==> config.mk <==
export PLATFORM = sky130hd
export DESIGN_NAME = ysyx_24100005_exec_ctrl
export DESIGN_NICKNAME = d
export VERILOG_FILES = /design/src/rtl/ysyx_24100005_exec_ctrl.sv
export SDC_FILE = /design/constraint.sdc
export NUM_CORES = 1
export LEC_CHECK = 0
export ABC_CLOCK_PERIOD_IN_PS = 4190
export CORE_ASPECT_RATIO = 0.75
export CORE_UTILIZATION = 42
export DETAILED_ROUTE_END_ITERATION = 6
export PLACE_DENSITY = 0.77
export SLEW_MARGIN = 0
export SYNTH_ARGS = -nofsm -noshare
export SYNTH_HDL_FRONTEND = slang
export SYNTH_SLANG_ARGS = --single-unit
export TNS_END_PERCENT = 50
==> constraint.sdc <==
create_clock -name clk -period 4.19 [get_ports clk]
set_input_delay 0.6285 -clock clk [delete_from_list [all_inputs] [get_ports clk]]
set_output_delay 0.6285 -clock clk [all_outputs]
set_load 0.005 [all_outputs]
==> src/rtl/ysyx_24100005_exec_ctrl.sv <==
// ysyx_24100005_exec_ctrl
//   Multi-cycle fetch/execute sequencer for the NPC core. It owns the PC and
//   fetches one instruction at a time over a valid/ready port. The fetched word
//   is latched for the decode/execute datapath. Each instruction gets one
//   register-file write and one PC update. The core stops on ebreak, on an
//   unsupported opcode, or (optionally) when a fetch times out.
//
//   Optional feature macro: YSYX_24100005_FETCH_TIMEOUT_EN
//     defined   -> an 8-bit FETCH_WAIT cycle counter bounds the fetch wait to
//                  TIMEOUT cycles; expiry raises fetch_err and halts.
//     undefined -> no counter; FETCH_WAIT waits forever; fetch_err is tied 0.
//
// Parameters
//   RESET_PC  PC value loaded on reset
//   TIMEOUT   maximum number of FETCH_WAIT cycles (1..255, timeout build only)
//
// Ports
//   clk, rst        core clock / asynchronous active-high reset
//   ifu_req_valid   fetch request valid (FETCH_REQ only)
//   ifu_req_ready   memory accepts the request
//   ifu_req_addr    fetch address, always equal to pc
//   ifu_rsp_valid   instruction data valid (sampled in FETCH_WAIT only)
//   ifu_rsp_data    instruction word
//   next_pc         next PC from the datapath
//   inst            latched instruction for decode
//   pc              current PC
//   rf_wen          register-file write enable, combinational, EXEC only
//   retire_cnt      retired-instruction count (wraps mod 2^32)
//   halt            sticky: core stopped
//   illegal         sticky: the halt was caused by an unsupported opcode
//   fetch_err       sticky: the halt was caused by a fetch timeout
module ysyx_24100005_exec_ctrl #(
  parameter logic [31:0] RESET_PC = 32'h8000_0000,
  parameter int unsigned TIMEOUT  = 16
) (
  input  logic        clk,
  input  logic        rst,
  output logic        ifu_req_valid,
  input  logic        ifu_req_ready,
  output logic [31:0] ifu_req_addr,
  input  logic        ifu_rsp_valid,
  input  logic [31:0] ifu_rsp_data,
  input  logic [31:0] next_pc,
  output logic [31:0] inst,
  output logic [31:0] pc,
  output logic        rf_wen,
  output logic [31:0] retire_cnt,
  output logic        halt,
  output logic        illegal,
  output logic        fetch_err
);

  localparam logic [1:0] FETCH_REQ  = 2'd0;
  localparam logic [1:0] FETCH_WAIT = 2'd1;
  localparam logic [1:0] EXEC       = 2'd2;
  localparam logic [1:0] HALT       = 2'd3;

  localparam logic [31:0] EBREAK    = 32'h0010_0073;
  localparam logic [31:0] NOP       = 32'h0000_0013;
  localparam logic [6:0]  OP_IMM    = 7'b0010011;

  if (TIMEOUT < 1 || TIMEOUT > 255) begin : g_bad_timeout
    $error("TIMEOUT must be in 1..255");
  end

  logic [1:0]  state_q,   state_d;
  logic [31:0] pc_q,      pc_d;
  logic [31:0] inst_q,    inst_d;
  logic [31:0] retire_q,  retire_d;
  logic        halt_q,    halt_d;
  logic        illegal_q, illegal_d;

  logic is_ebreak;
  logic is_opimm;
  logic rd_nonzero;

  assign is_ebreak  = (inst_q == EBREAK);
  assign is_opimm   = (inst_q[6:0] == OP_IMM);
  assign rd_nonzero = (inst_q[11:7] != 5'd0);

`ifdef YSYX_24100005_FETCH_TIMEOUT_EN
  localparam logic [7:0] TIMEOUT_W = 8'(TIMEOUT);

  logic [7:0] wait_cnt_q, wait_cnt_d;
  logic       fetch_err_q, fetch_err_d;
  logic       wait_expire;

  // The cycle being spent now is number wait_cnt_q+1. When that count hits
  // TIMEOUT without a response, the wait expires at the end of this cycle.
  assign wait_expire = ((wait_cnt_q + 8'd1) == TIMEOUT_W);
`endif

  always_comb begin
    state_d   = state_q;
    pc_d      = pc_q;
    inst_d    = inst_q;
    retire_d  = retire_q;
    halt_d    = halt_q;
    illegal_d = illegal_q;
`ifdef YSYX_24100005_FETCH_TIMEOUT_EN
    wait_cnt_d  = wait_cnt_q;
    fetch_err_d = fetch_err_q;
`endif
    case (state_q)
      FETCH_REQ: begin
        // A response seen while the request is still pending is not ours.
        if (ifu_req_ready) begin
          state_d = FETCH_WAIT;
`ifdef YSYX_24100005_FETCH_TIMEOUT_EN
          wait_cnt_d = '0;
`endif
        end
      end
      FETCH_WAIT: begin
        if (ifu_rsp_valid) begin
          inst_d  = ifu_rsp_data;
          state_d = EXEC;
        end
`ifdef YSYX_24100005_FETCH_TIMEOUT_EN
        else if (wait_expire) begin
          fetch_err_d = 1'b1;
          halt_d      = 1'b1;
          state_d     = HALT;
        end else begin
          wait_cnt_d = wait_cnt_q + 8'd1;
        end
`endif
      end
      EXEC: begin
        if (is_ebreak) begin
          retire_d = retire_q + 32'd1;
          halt_d   = 1'b1;
          state_d  = HALT;
        end else if (is_opimm) begin
          pc_d     = next_pc;
          retire_d = retire_q + 32'd1;
          state_d  = FETCH_REQ;
        end else begin
          halt_d    = 1'b1;
          illegal_d = 1'b1;
          state_d   = HALT;
        end
      end
      default: begin
        state_d = HALT;
      end
    endcase
  end

  always_ff @(posedge clk or posedge rst) begin
    if (rst) begin
      state_q   <= FETCH_REQ;
      pc_q      <= RESET_PC;
      inst_q    <= NOP;
      retire_q  <= '0;
      halt_q    <= 1'b0;
      illegal_q <= 1'b0;
    end else begin
      state_q   <= state_d;
      pc_q      <= pc_d;
      inst_q    <= inst_d;
      retire_q  <= retire_d;
      halt_q    <= halt_d;
      illegal_q <= illegal_d;
    end
  end

`ifdef YSYX_24100005_FETCH_TIMEOUT_EN
  always_ff @(posedge clk or posedge rst) begin
    if (rst) begin
      wait_cnt_q  <= '0;
      fetch_err_q <= 1'b0;
    end else begin
      wait_cnt_q  <= wait_cnt_d;
      fetch_err_q <= fetch_err_d;
    end
  end

  assign fetch_err = fetch_err_q;
`else
  assign fetch_err = 1'b0;
`endif

  assign ifu_req_valid = (state_q == FETCH_REQ);
  assign ifu_req_addr  = pc_q;
  assign rf_wen        = (state_q == EXEC) && is_opimm && rd_nonzero && !is_ebreak;
  assign inst          = inst_q;
  assign pc            = pc_q;
  assign retire_cnt    = retire_q;
  assign halt          = halt_q;
  assign illegal       = illegal_q;

endmodule

==> flow_summary.ini, run 1 <==
[pwr]
powerDensity_nw_per_um2 = 273.9
leakage_nw = 2.858
p_total_mw = 1.798
ir_drop_uv = 269.2

[yosys]
yosys_warnings = 0
yosys.area_share.simple_pct = 9.569
synth.avg_cell_area_um2 = 13.31
yosysSeqAreaShare_pct = 56.40
synth_mux_area_share_pct = 16.46
synth_seq_cells = 100
synth_compound_area_share_pct = 3.152
synth_nets = 403
async_reset_ff_share_pct = 100.0
synth-xor-area-share_pct = 6.108
synth_edf_count = 0
ys_types = 34
synth.cell_area_um2 = 4446
synth_top_family_by_area = multiplexers
ys.flop_type = dfrtp_1
synth_cells = 334
synth_fa_ha_area_share_pct = 0.2815

[clocking]
clk_latency_ps = 330
cts.sinks = 100
postCtsHoldBufs = 0
cts_htree_levels = 3
cts_buffer_depth = 2
cts_tree = yes
cts-buffers-inserted = 9
path_clk_slew_ps = 70
postCtsSetupRepairBufs = 0
cts_resized = 0
root_buffer = clkbuf_16

[sta]
timing.setup.tns_ps = 0
fin_skew_ps = 7.008
period_share_pct = 68.28
tightest_slew_ps = 972.3
holdWs_ps = 470.3
fin_crit_ps = 2861
max_slew_margin_pct = 35.18
timing.fmax_mhz = 349.6
setup_viol = 0
drv_slew = 0
finalHoldViolations = 0
rsz0062_at_grt = no

[die]
start_util_pct = 43.20
rows = 32
die_w_um = 120.8
pin_count = 201
die_height_um = 91.10
die-area_um2 = 11000
core_area_um2 = 10290

[global_route]
grt_max_degree = 81
grt_first_pass_wirelength_mm = 16.07
grt_usage_pct = 19.05
antenna_found_initial = 0
grt_overflow_total = 0
grt_pass1_vias = 3089

[finish]
final_cells = 643
multi_input_area_um2 = 1585
final_common_cell = clkdlybuf4s50_1
mostFrequentLayoutCells = clkdlybuf4s50_1, dfrtp_1, mux2_2, xnor2_1
final_nets = 572
utilization_pct = 63.79
seq_area_um2 = 2507
n_fill_cell = 760
area_growth_pct = 47.65
drive_above_1_share_pct = 17.95
diodes = 0

[critical_path]
worst-path-max-fanout = 4
arrival_ps = 2230
critPathCaptureType = primary output
start_kind = register
critical_path_class = register to primary output
cp_slowest_cell = clkdlybuf4s50_1
cp_slowest_stage_delay_ps = 550
required_ps = 3560
crit_path_cell_trace = and4bb_2, nand3_1, nor3_4, a21boi_0, clkdlybuf4s50_1

[drt]
drc_errors = 0
viasPerCell = 4.935
vias = 3173
wire_per_inst_um = 15.71
dr.pass1.iters = 4
detail_route.iter0.violations = 129
antenna_left = 0
routed_wl_mm = 10.10

[place]
dp_cells = 628
io_buffers = 199
dpl.hpwl_mm = 7.344
place_congestion = 0.7737

[run]
cap_viol_max_count = 0

[outcome]
status = completed

[worst_hold_path]
hp-class = register to register
[cell type report]
cell class                 instances  area share [%]
tap                              136           2.592
timing repair buffer             202           30.69
sequential                       100           38.20
inverter                           4          0.2669
clock inverter                     4          0.4003
clock buffer                      11           3.698
multi-input combinational        186           24.15
[state kept, by name (all words and copies together), names as in the netlist]
| signal | flops |
|---|---|
| inst | 32 |
| ifu_req_addr | 32 |
| illegal | 1 |
| state_q | 2 |
| retire_cnt | 32 |
| halt | 1 |
[final timing paths]
check,startpoint,endpoint,slack [ps],cells after the start
max in group asynchronous,rst,ifu_req_addr[31],2400,3
min in group asynchronous,rst,ifu_req_addr[3],860,2
worst min-delay path,halt,halt,470,1
worst min register to register,halt,halt,470,1
worst max register to register,inst[8],retire_cnt[1],1880,5
worst max-delay path,inst[1],rf_wen,1330,5
[metal layers]
| layer | part of all wire, % | GRT usage, % |
|---|---|---|
| met4 | 1.2 | 4.733 |
| met1 | 42 | 23.69 |
| met5 | 0 | 0 |
| met2 | 46 | 29.89 |
| met3 | 10 | 8.982 |
[power breakdown]
group	switching (mW)	internal (mW)
registers	0	0.965
clock network	0.336	0.414
logic	0.0266	0.0552
total	0.363	1.44
[logic make-up after synthesis]
logic type | count (synthesis)
DFF | 100
and+or+nand+nor | 69
muxes | 65
buffers and inverters | 48
xor gates and xnor gates | 31
AOI/OAI and AO/OA | 19
adders and majority gates | 1
other | 1
[through the flow]
step / cell area, um^2 / setup slack (ps)
finish: 6564 / 1329
detailed placement: 6295 / 1666
CTS: 6564 / 1291
floorplan: 4446 / 949.3
global placement: 6295 / 1663
global route: 6564 / 1240
[synth_stat cells, drive strengths merged (5+ instances only)]
cell type	number	area share, %
dfrtp	96	54
mux2	65	16
buf	41	7.3
xnor2	31	6.1
nand3	14	1.7
nand4	13	1.8
and3	10	1.4
nand2	6	0.51
nor2	6	0.51
nor4	6	0.84
nor3	5	1.0
o211ai	5	0.84
o21ai	5	0.56
[worst max-delay path, delay by kind of cell (launching register included)]
family,cells,cell delay [ps]
AOI/OAI and AO/OA,1,190
DFF,1,540
and+or+nand+nor,3,620
buffers and inverters,1,550
Power figures use the tool's default switching activity.
==> run 2, diff against run 1 <==
--- a/config.mk
+++ b/config.mk
@@ -5,11 +5,11 @@
 export SDC_FILE = /design/constraint.sdc
 export NUM_CORES = 1
 export LEC_CHECK = 0
-export ABC_CLOCK_PERIOD_IN_PS = 4190
+export ABC_CLOCK_PERIOD_IN_PS = 2500
 export CORE_ASPECT_RATIO = 0.75
-export CORE_UTILIZATION = 42
+export CORE_UTILIZATION = 38
 export DETAILED_ROUTE_END_ITERATION = 6
-export PLACE_DENSITY = 0.77
+export PLACE_DENSITY = 0.73
 export SLEW_MARGIN = 0
 export SYNTH_ARGS = -nofsm -noshare
 export SYNTH_HDL_FRONTEND = slang
==> constraint.sdc (replaced) <==
create_clock -name clk -period 2.5 [get_ports clk]
set_input_delay 0.375 -clock clk [delete_from_list [all_inputs] [get_ports clk]]
set_output_delay 0.375 -clock clk [all_outputs]
set_load 0.005 [all_outputs]
==> run 2 against run 1 <==
Via count hardly changed. Design area is 2.2% higher. Routed wire length hardly changed. Highest routed layer unchanged. Flip-flop and latch count stayed put. Critical path depth stayed put.
==> flow_summary.ini, run 2 (synthesis gave the netlist of run 1 again) <==
[pwr]
ir_drop_uv = 284.4
leakage_nw = 2.923
powerDensity_nw_per_um2 = 494.5

[drt]
wire_per_inst_um = 15.47
antenna_left = 0
viasPerCell = 4.864
detail_route.iter0.violations = 148
drc_errors = 0
routed_wl_mm = 10.10
vias = 3176
dr.pass1.iters = 4

[die]
start_util_pct = 39.88
rows = 33
pin_count = 201
die_w_um = 126.9
die_height_um = 95.67
core_area_um2 = 11150
die-area_um2 = 12140

[clocking]
cts_tree = yes
cts_htree_levels = 3
root_buffer = clkbuf_16
cts_buffer_depth = 2
clk_latency_ps = 330
cts-buffers-inserted = 9
path_clk_slew_ps = 60
cts.sinks = 100

[critical_path]
start_kind = register
cp_slowest_cell = dfstp_2
cp_slowest_stage_delay_ps = 540
required_ps = 2120
r2r-start = inst[0]
critical_path_class = register to primary output
crit_path_cell_trace = and4bb_2, nand3_2, nor3_4, a21boi_2, dlygate4sd2_1
path_delay_family = flip-flops
critPathCaptureType = primary output
worst-path-max-fanout = 3
crit_start = inst[0]
arrival_ps = 1850
crit_buf_inv = 1

[sta]
max_slew_margin_pct = 61.86
drv_slew = 0
rsz0062_at_grt = no
period_share_pct = 89.07
timing.setup.tns_ps = 0
tightest_slew_ps = 566.9
fin_crit_ps = 2227
fin_skew_ps = 8.373
setup_viol = 0
timing.fmax_mhz = 449.1
finalHoldViolations = 0
holdWs_ps = 389.0

[place]
dpl.hpwl_mm = 7.481
place_congestion = 0.7388
io_buffers = 199

[global_route]
grt_max_degree = 51
antenna_found_initial = 0
grt_usage_pct = 17.20
grt_first_pass_wirelength_mm = 16.21
grt_pass1_vias = 3229
grt_overflow_total = 0

[finish]
mostFrequentLayoutCells = clkdlybuf4s50_1, dfrtp_1, mux2_2, xnor2_1, nand4_1
utilization_pct = 60.16
diodes = 0
n_fill_cell = 912
drive_above_1_share_pct = 19.10
final_common_cell = clkdlybuf4s50_1
final_nets = 577
area_growth_pct = 50.86

[worst_hold_path]
hp-class = primary input to async pin

[outcome]
status = completed

[run]
cap_viol_max_count = 0
==> run 2: power breakdown <==
group	switching, mW	internal, mW	total (mW)	leakage [nW]
Sequential	0	1.62	1.62	1.37
Combinational	0.0461	0.0967	0.143	1.39
Clock	0.578	0.977	1.56	0.160
==> run 2: through the flow <==
step | setup slack [ps] | area [um^2] | total power [mW] | cells
final | 273.3 | 6706 | 3.316 | 653
after CTS | 238.1 | 6706 | 3.364 | 653
after global routing | 172.6 | 6706 | 3.450 | 653
after detailed placement | 129.8 | 6356 | 1.795 | 636
after floorplan | 477.4 | 4449 | 1.675 | 334
after global placement | 122.5 | 6356 | 1.791 | 636
==> run 2: repair_timing <==
action | in CTS | in global routing
hold buffers | 0 | 0
gates resized for setup | 4 | 0
hold endpoints to repair | 0 | 0
endpoints found under the setup margin | 1 | 0
buffers inserted | 1 | 0
==> run 2: path summary, 6_finish.rpt <==
check                                   end  slack (ps)  cells after the start
setup reg to reg              retire_cnt[1]         400                      6
hold / removal             ifu_req_addr[16]         390                      2
setup / recovery                     rf_wen         270                      5
min in group clk                       halt         480                      1
max in group asynchronous           inst[4]        1480                      3
hold reg to reg                        halt         480                      1
==> run 2: worst reg2reg max path, stage by stage, from the launching register on <==
cell	delay, ps
dfstp_2	540
and4bb_2	260
nand3_2	120
nor3_4	140
buf_4	470
nor2_1	170
mux2_2	290
==> run 2: metal layers <==
metal  wire length [um]  global-route usage [%]
met1               4448                   21.56
met2               4683                   27.93
met4                 94                   4.464
met5                  0                       0
met3                875                   6.734
==> run 2: area by class of cell <==
cell class,instances,area [um^2],area share (%)
multi-input cells,186,1594,23.77
inverters,4,18.77,0.2799
well taps,140,175.2,2.612
repair buffers,207,2076,30.95
flip-flops and latches,100,2507,37.39
clock buffers,11,232.7,3.470
clock inverters,5,102.6,1.530
==> run 3, diff against run 2 <==
--- a/config.mk
+++ b/config.mk
@@ -6,9 +6,9 @@
 export NUM_CORES = 1
 export LEC_CHECK = 0
 export ABC_CLOCK_PERIOD_IN_PS = 2500
-export CORE_ASPECT_RATIO = 0.75
 export CORE_UTILIZATION = 38
 export DETAILED_ROUTE_END_ITERATION = 6
+export HOLD_SLACK_MARGIN = 0.06
 export PLACE_DENSITY = 0.73
 export SLEW_MARGIN = 0
 export SYNTH_ARGS = -nofsm -noshare
==> run 3 against run 2 <==
Flip-flop and latch count did not move. Largest power group unchanged. Register-to-register slack worse by 50 ps. Clock power down 19%. Total power down 8.5%.
==> flow_summary.ini, run 3 (synthesis gave the netlist of run 1 again) <==
[outcome]
status = completed

[critical_path]
start_kind = register
critical_path_class = register to primary output
required_ps = 2120
critPathCaptureType = primary output
worst-path-max-fanout = 4
arrival_ps = 1880

[pwr]
leakage_nw = 2.881
powerDensity_nw_per_um2 = 457.3
ir_drop_uv = 286.8

[place]
place_congestion = 0.7336
placed_area_um2 = 6360
io_buffers = 199
dpl.hpwl_mm = 7.482

[finish]
final_common_cell = clkdlybuf4s50_1
diodes = 0
n_fill_cell = 961
seq_area_um2 = 2507
mostFrequentLayoutCells = clkdlybuf4s50_1, dfrtp_1, mux2_2, xnor2_1, nand4_1
final_nets = 576
multi_input_area_um2 = 1590
drive_above_1_share_pct = 18.75
final_cell_area_um2 = 6634
area_growth_pct = 49.23

[global_route]
antenna_found_initial = 0
grt_pass1_vias = 3189
grt_max_degree = 46
grt_overflow_total = 0
grt_first_pass_wirelength_mm = 16.17
grt_usage_pct = 17.33

[sta]
rsz0062_at_grt = no
fin_crit_ps = 2253
timing.fmax_mhz = 443.8
holdWs_ps = 439.6
period_share_pct = 90.14
setup_viol = 0
fin_skew_ps = 10.77
drv_slew = 0
max_slew_margin_pct = 63.37
finalHoldViolations = 0
tightest_slew_ps = 549.4
timing.setup.tns_ps = 0

[die]
start_util_pct = 38.93
rows = 39
pin_count = 201
die-area_um2 = 12140
core_area_um2 = 11420
die_w_um = 110.2
die_height_um = 110.2

[clocking]
cts-buffers-inserted = 9
postCtsHoldBufs = 0
clk_latency_ps = 340
cts_tree = yes
cts.sinks = 100
cts_buffer_depth = 2
path_clk_slew_ps = 70
root_buffer = clkbuf_16
cts_htree_levels = 3
postCtsSetupRepairBufs = 0

[run]
cap_viol_max_count = 0

[drt]
antenna_left = 0
detail_route.iter0.violations = 96
dr.pass1.iters = 5
drc_errors = 0
viasPerCell = 4.942
vias = 3237
routed_wl_mm = 10.20
wire_per_inst_um = 15.58

[worst_hold_path]
hp-class = primary input to async pin
run 3: cell types whose count changed in the layout (fill, tap and decap cells not counted):
cell        before  now
a21boi_0         0    1
buf_4            6    5
a21boi_2         1    0
clkinvlp_4       2    3
inv_6            0    1
clkinv_4         0    1
bufinv_16        3    0
run 3: metal layers:
layer  routed length, um  GRT usage, %  share of wire, %  vias up
li1                    -             -                 -     1501
met1                4250         21.41                42     1589
met2                4891         28.21                48      134
met3                 918         5.526               9.0       13
met4                 143         6.767               1.4        0
met5                   0             0                 0        -
run 3: worst max-delay path: stages, from the launching register on:
cell and delay [ps]:
dfstp_2 540, and4bb_2 280, nand3_2 130, nor3_4 140
a21boi_0 180, dlygate4sd2_1 280
run 3: metrics by stage:
step                      cells  power [mW]  utilization [%]  setup slack (ps)
after global routing        655       3.171            58.10             114.6
after detailed placement    639       1.797            55.70             262.3
after global placement      639       1.794            55.70             249.0
after floorplan             334       1.675                -             477.4
final                       655       3.034            58.10             246.5
after CTS                   655       3.082            58.10             214.8
run 3: area by class of cell:
cell class | instances | area share (%)
multi-input combinational | 186 | 23.97
clock inverter | 5 | 0.5658
timing repair buffer | 206 | 31.18
clock buffer | 11 | 3.508
inverter | 4 | 0.2829
tap | 143 | 2.697
sequential | 100 | 37.80
run 3: final timing paths:
kind	from	to	slack, ps	cells after the start
setup reg to reg	inst[1]	retire_cnt[1]	350	6
setup / recovery	inst[1]	rf_wen	250	5
min in group clk	illegal	illegal	450	1
hold / removal	rst	ifu_req_addr[23]	440	2
max in group asynchronous	rst	inst[0]	1460	3
hold reg to reg	illegal	illegal	450	1
run 3: power by group:
part           internal [mW]  total [mW]  leakage [nW]  switching (mW)
sequential              1.62        1.62          1.37               0
clock                  0.679        1.27         0.126           0.592
combinational         0.0979       0.145          1.38          0.0467
run 3: timing repair:
action                     in CTS  in global routing
gates resized for setup         2                  0
hold endpoints to repair        0                  0
setup endpoints to repair       1                  0
